`src/rtl/axis_rr_mux.sv`:
```
// axis_rr_mux: N-to-1 AXI4-Stream mux with packet-locked arbitration.
// A grant is taken in IDLE, held for a whole packet (until the TLAST beat is
// accepted), then released, so each packet costs one arbitration bubble.
// The master side is a single registered stage that can drain and reload in
// the same cycle, giving one beat per cycle inside a packet.
module axis_rr_mux #(
  parameter int unsigned NUM_S    = 4,
  parameter int unsigned DATA_W   = 8,
  parameter int unsigned ID_W     = 2,
  parameter int unsigned ARB_MODE = 0,
  parameter int unsigned CNT_W    = 16
) (
  input  logic                      i_clk,
  input  logic                      i_rst,
  input  logic [NUM_S*DATA_W-1:0]   s_axis_tdata,
  input  logic [NUM_S-1:0]          s_axis_tvalid,
  input  logic [NUM_S-1:0]          s_axis_tlast,
  output logic [NUM_S-1:0]          s_axis_tready,
  output logic [DATA_W-1:0]         m_axis_tdata,
  output logic                      m_axis_tvalid,
  output logic                      m_axis_tlast,
  output logic [ID_W-1:0]           m_axis_tid,
  input  logic                      m_axis_tready,
  output logic [NUM_S-1:0]          o_grant,
  output logic [CNT_W-1:0]          o_pkt_cnt
);

  typedef enum logic {
    S_IDLE = 1'b0,
    S_BUSY = 1'b1
  } state_t;

  state_t              r_state;
  state_t              w_state_nxt;

  logic [NUM_S-1:0]    r_grant;
  logic [ID_W-1:0]     r_gid;
  logic [ID_W-1:0]     r_ptr;

  logic                r_m_valid;
  logic                r_m_last;
  logic [DATA_W-1:0]   r_m_data;
  logic [ID_W-1:0]     r_m_id;
  logic [CNT_W-1:0]    r_pkt_cnt;

  logic                w_any_req;
  logic [ID_W-1:0]     w_win_id;
  logic [NUM_S-1:0]    w_win_oh;
  logic [ID_W-1:0]     w_ptr_nxt;
  logic                w_busy;
  logic                w_out_free;
  logic                w_sel_valid;
  logic                w_sel_last;
  logic [DATA_W-1:0]   w_sel_data;
  logic                w_beat;
  logic                w_eop;

  // Winner search: each requester's distance from the scan origin is
  // (k - origin) mod NUM_S and the smallest distance wins. Origin is the
  // round-robin pointer, or 0 for fixed priority (lowest index wins).
  always_comb begin
    int unsigned w_base;
    int unsigned w_dist;
    int unsigned w_best;
    w_base   = (ARB_MODE == 0) ? 32'(r_ptr) : 32'd0;
    w_dist   = 0;
    w_best   = NUM_S;
    w_win_id = '0;
    for (int unsigned k = 0; k < NUM_S; k++) begin
      w_dist = (k + NUM_S - w_base) % NUM_S;
      if (s_axis_tvalid[k] && (w_dist < w_best)) begin
        w_best   = w_dist;
        w_win_id = ID_W'(k);
      end
    end
  end

  // One-hot form of the winner plus the request summary.
  always_comb begin
    w_win_oh  = '0;
    w_any_req = |s_axis_tvalid;
    for (int unsigned k = 0; k < NUM_S; k++) begin
      w_win_oh[k] = w_any_req && (ID_W'(k) == w_win_id);
    end
  end

  assign w_ptr_nxt = (w_win_id == ID_W'(NUM_S - 1)) ? '0 : (w_win_id + 1'b1);

  // Mux the granted slave's beat; the grant is one-hot (or zero).
  always_comb begin
    w_sel_data  = '0;
    w_sel_valid = |(s_axis_tvalid & r_grant);
    w_sel_last  = |(s_axis_tlast & r_grant);
    for (int unsigned k = 0; k < NUM_S; k++) begin
      if (r_grant[k]) begin
        w_sel_data = s_axis_tdata[k*DATA_W +: DATA_W];
      end
    end
  end

  assign w_busy     = (r_state == S_BUSY);
  assign w_out_free = !r_m_valid || m_axis_tready;
  assign w_beat     = w_busy && w_sel_valid && w_out_free;
  assign w_eop      = w_beat && w_sel_last;

  // Slave ready: only the granted port, only while the output stage can take a beat.
  always_comb begin
    s_axis_tready = '0;
    if (w_busy && w_out_free) begin
      s_axis_tready = r_grant;
    end
  end

  // FSM state register.
  always_ff @(posedge i_clk or negedge i_rst) begin
    if (!i_rst) begin
      r_state <= S_IDLE;
    end else begin
      r_state <= w_state_nxt;
    end
  end

  // FSM next state: arbitrate in IDLE, leave BUSY on the accepted TLAST beat.
  always_comb begin
    w_state_nxt = r_state;
    case (r_state)
      S_IDLE:  if (w_any_req) w_state_nxt = S_BUSY;
      S_BUSY:  if (w_eop)     w_state_nxt = S_IDLE;
      default: w_state_nxt = S_IDLE;
    endcase
  end

  // Grant, granted index and round-robin pointer.
  always_ff @(posedge i_clk or negedge i_rst) begin
    if (!i_rst) begin
      r_grant <= '0;
      r_gid   <= '0;
      r_ptr   <= '0;
    end else if ((r_state == S_IDLE) && w_any_req) begin
      r_grant <= w_win_oh;
      r_gid   <= w_win_id;
      if (ARB_MODE == 0) begin
        r_ptr <= w_ptr_nxt;
      end
    end else if (w_eop) begin
      r_grant <= '0;
    end
  end

  // Output stage: load on an accepted beat (possibly while draining), else clear valid on drain.
  always_ff @(posedge i_clk or negedge i_rst) begin
    if (!i_rst) begin
      r_m_valid <= 1'b0;
      r_m_last  <= 1'b0;
      r_m_data  <= '0;
      r_m_id    <= '0;
    end else if (w_beat) begin
      r_m_valid <= 1'b1;
      r_m_last  <= w_sel_last;
      r_m_data  <= w_sel_data;
      r_m_id    <= r_gid;
    end else if (r_m_valid && m_axis_tready) begin
      r_m_valid <= 1'b0;
    end
  end

  // Saturating count of packets whose TLAST beat was accepted.
  always_ff @(posedge i_clk or negedge i_rst) begin
    if (!i_rst) begin
      r_pkt_cnt <= '0;
    end else if (w_eop && (r_pkt_cnt != '1)) begin
      r_pkt_cnt <= r_pkt_cnt + 1'b1;
    end
  end

  assign m_axis_tdata  = r_m_data;
  assign m_axis_tvalid = r_m_valid;
  assign m_axis_tlast  = r_m_last;
  assign m_axis_tid    = r_m_id;
  assign o_grant       = r_grant;
  assign o_pkt_cnt     = r_pkt_cnt;

endmodule

```
`config.mk`:
```
export PLATFORM = sky130hd
export DESIGN_NAME = axis_rr_mux
export DESIGN_NICKNAME = d
export VERILOG_FILES = /design/src/rtl/axis_rr_mux.sv
export SDC_FILE = /design/constraint.sdc
export NUM_CORES = 1
export LEC_CHECK = 0
export BUFFER_PORTS_ARGS = -buffer_cell sky130_fd_sc_hd__buf_2
export CAP_MARGIN = 20
export CORE_MARGIN = 4
export CORE_UTILIZATION = 50
export DETAILED_ROUTE_END_ITERATION = 8
export PLACE_DENSITY = 0.84
export SKIP_LAST_GASP = 1
export SLEW_MARGIN = 30
export SYNTH_ARGS = -nofsm -noshare
export SYNTH_HDL_FRONTEND = slang
export SYNTH_SLANG_ARGS = --single-unit
```
`constraint.sdc`:
```
create_clock -name i_clk -period 6.6 [get_ports i_clk]
set_input_delay 0.33 -clock i_clk [delete_from_list [all_inputs] [get_ports i_clk]]
set_output_delay 0.33 -clock i_clk [all_outputs]
set_load 0.005 [all_outputs]
```
==> results.md <==
- Die ar.: 5360 sq um
- Fin. Hold Viols: 0
- Post-synth top area share: 0.436
- Gr usage total: 0.196
- Share of layout cells above drive strength 1: 0.307
- Post-CTS sizing: 0
- Number of setup buffers added after CTS: 0
- Total vias in the final route: 2012
- Pre-CTS WS: between 3 and 4 ns
- Leakage power: around 1.3 nW
- Leading register cell type out of synthesis: dfrtp_1
- DR iter-0 viols: ~100
- Post-synthesis register bit count: 37
- Max-slew violations: 0
- WP data required: roughly 7 ns
- Hold WC Path Type: in -> async
- Clock power share: 0.227
- Post-synth top area cell: dfrtp_1
- CTS Sinks: 37
- Fin crit share: 0.526
- NumNets Final: approximately 350
- Most common library cells after synthesis: 37 x dfrtp_1, 27 x nand2_1, 17 x o21ai_0
- Ranking of synthesized cells by area: dfrtp_1 44%, xnor2_1 6.2%, nand2_1 4.8%, ha_1 4.1%, o21ai_0 4.0%
- PortBufs: 78
- Top Layer Used: met4
- Worst EP arrival: 3.69 ns
- Setup Skew: just under 0.01 ns
- Initial antenna violation count: 0
- Die width: between 70 and 80 um
- Crit end category: flip-flop
- Total negative setup slack: 0 ns
- Post-synthesis sequential area ratio: 0.436
- Root Buffer: clkbuf_8
- Sequential Power Share: 0.365
- Max Cap Viol: 0
- Post-synthesis net count: about 280
- DRC viols: 0
- Hold_buf cts: 0
- Routed Antenna Nets: 0
- Peak supply drop: around 0.23 mV
- Clock-pin slew on the worst setup and hold paths: approximately 0.080 ns
- Crit Path Max Fanout: 8
- Routed wl met3: approximately 540 um
- WL/cell: 14.7 um
- Rows: 23
- Unrepaired setup endpoints after global routing: false
- Largest net degree at the start of global routing: 38
- Worst Tran Pin Value: 0.922 ns
- PnR worst setup slack: around 3.1 ns
- Synth Instances: 233
- H-tree Lvls: 2
- Core ar.: just over 4000 sq um
- Worst-Skew Late Latency: between 0.2 and 0.3 ns
- Post-synth EDFFs: 0
- Fin crit period: around 3.5 ns
- Most common cell in the netlist: dfrtp_1
- First-pass GRT wire length: slightly above 8 mm
- Vias per Instance: 5.70
- CTS Buf Count: 5
- Synth cell types: 38
- Die Height: between 70 and 80 um
- Worst r2r path cells: 15
- NetSw: roughly 0.38 mW
- # diodes: 0
- Max-Slew Margin vs Limit: 0.385
- Int Pwr: 0.641 mW
- DRT Pass-1 Iters: 4
- Routed WL: 5.19 mm
- Syn avg cell area: a little over 9 sq um
- M1 WL: between 2 and 2.5 mm
- Gate power share: 0.408
- Final setup fails: 0
- Initial Utilization: 0.524
- Fmax: about 0.29 GHz
- CTS max path bufs: 2
- # IOs: 79
- Syn Std Cell Area: roughly 2100 sq um
- Number of global-route vias before repair: 1811
- Met2 routed WL: ~2.4 mm
- Switching share of power: 0.371
- CTS tree: built
- PwrDens: 385 nW/um^2
- Run status: finished clean
- Final GP Congestion: 0.842
- Area growth, synth to finish: 24.4%
- Async SR Flop Fraction: 1.00
- Final HPWL DP: approximately 3.8 mm
- Total grt overflow: 0
- Synth warn: 0
- Crit Path Category: reg -> reg
- Startpoint Class: flip-flop
-- final timing paths --
kind,from,endpoint,slack [ns]
setup / recovery,r_ptr[0]$_DFFE_PN0P_,r_ptr[0]$_DFFE_PN0P_,3.13
setup reg to reg,r_ptr[0]$_DFFE_PN0P_,r_ptr[0]$_DFFE_PN0P_,3.13
hold reg to reg,m_axis_tlast$_DFFE_PN0P_,m_axis_tlast$_DFFE_PN0P_,0.48
min in group i_clk,s_axis_tdata[29],m_axis_tdata[5]$_DFFE_PN0P_,0.35
hold / removal,i_rst,m_axis_tdata[0]$_DFFE_PN0P_,0.12
max in group asynchronous,i_rst,r_gid[1]$_DFFE_PN0P_,5.98
-- metrics by stage --
| step | power, mW | cell area (sq um) | hold WS (ns) | std cells | utilization |
|---|---|---|---|---|---|
| floorplan | 0.661 | 2130 | 0.0344 | 233 | - |
| global placement | 0.779 | 2510 | 0.452 | 345 | 0.619 |
| detailed placement | 0.796 | 2510 | 0.467 | 345 | 0.619 |
| CTS | 1.03 | 2650 | 0.151 | 353 | 0.652 |
| global route | 1.11 | 2650 | 0.184 | 353 | 0.652 |
| finish | 1.02 | 2650 | 0.116 | 353 | 0.652 |
-- logic make-up after synthesis --
kind of cell               Yosys count  synth area share
and+or+nand+nor                     89             0.215
AOI/OAI and AO/OA                   56             0.174
muxes                                5            0.0259
adders and majority gates            7            0.0412
buffers and inverters               24            0.0459
DFF                                 37             0.436
xor gates and xnor gates            15            0.0618
-- state kept, by name, summed over array words and instances, names as in the netlist --
| name | cells |
|---|---|
| m_axis_tdata | 8 |
| m_axis_tvalid | 1 |
| r_gid | 2 |
| o_pkt_cnt | 16 |
| r_state | 1 |
| m_axis_tid | 2 |
| r_ptr | 2 |
| m_axis_tlast | 1 |
| o_grant | 4 |
-- power groups by stage --
stage          clock (mW)  sequential (mW)  combinational (mW)
2_1_floorplan           0            0.337               0.323
3_3_place_gp            0            0.371               0.409
3_5_place_dp            0            0.377               0.420
4_1_cts             0.235            0.372               0.422
5_1_grt             0.245            0.385               0.481
6_report            0.231            0.372               0.416
-- critical path, cell delays in order, from the launching register on --
cell,delay (ns)
dfrtp_1,0.49
mux2i_1,0.12
a32oi_1,0.22
ha_1,0.30
o21a_1,0.11
o22ai_1,0.16
nand2_1,0.09
a21o_1,0.18
ha_1,0.26
o21ai_1,0.07
a31o_1,0.19
a222oi_1,0.61
inv_1,0.14
ha_1,0.23
nor2_1,0.11
a22o_1,0.13
-- metal layers --
metal  vias to the layer above  GRT usage
li1                        974          -
met1                       927      0.246
met2                       103      0.328
met3                         8     0.0551
met4                         0     0.0574
met5                         -          0
-- layout by cell type (no fill, tap or decap), types with 2 or more instances in the layout --
master and count:
nand2_1 27, dfrtp_1 37, a221oi_1 8, buf_2 78, nand3_1 11, a21oi_1 12
o22ai_1 2, a222oi_1 2, a21o_1 3, nor2_1 8, a22oi_1 2, bufinv_16 2
o21ai_0 17, clkbuf_8 5, nor2b_1 10, mux2_2 4, a22o_1 3, nor3_1 9
ha_1 7, nand4_1 8, inv_1 8, xnor2_1 15, and3_1 9
-- area by class of cell --
class	count	area [sq um]
fill	329	1410
multi-input combinational	172	1100
sequential	37	926
timing repair buffer	78	390
clock buffer	5	68.8
clock inverter	3	65.1
tap	50	62.6
inverter	8	30.0
Note: power is estimated with default switching activity, not from simulation.
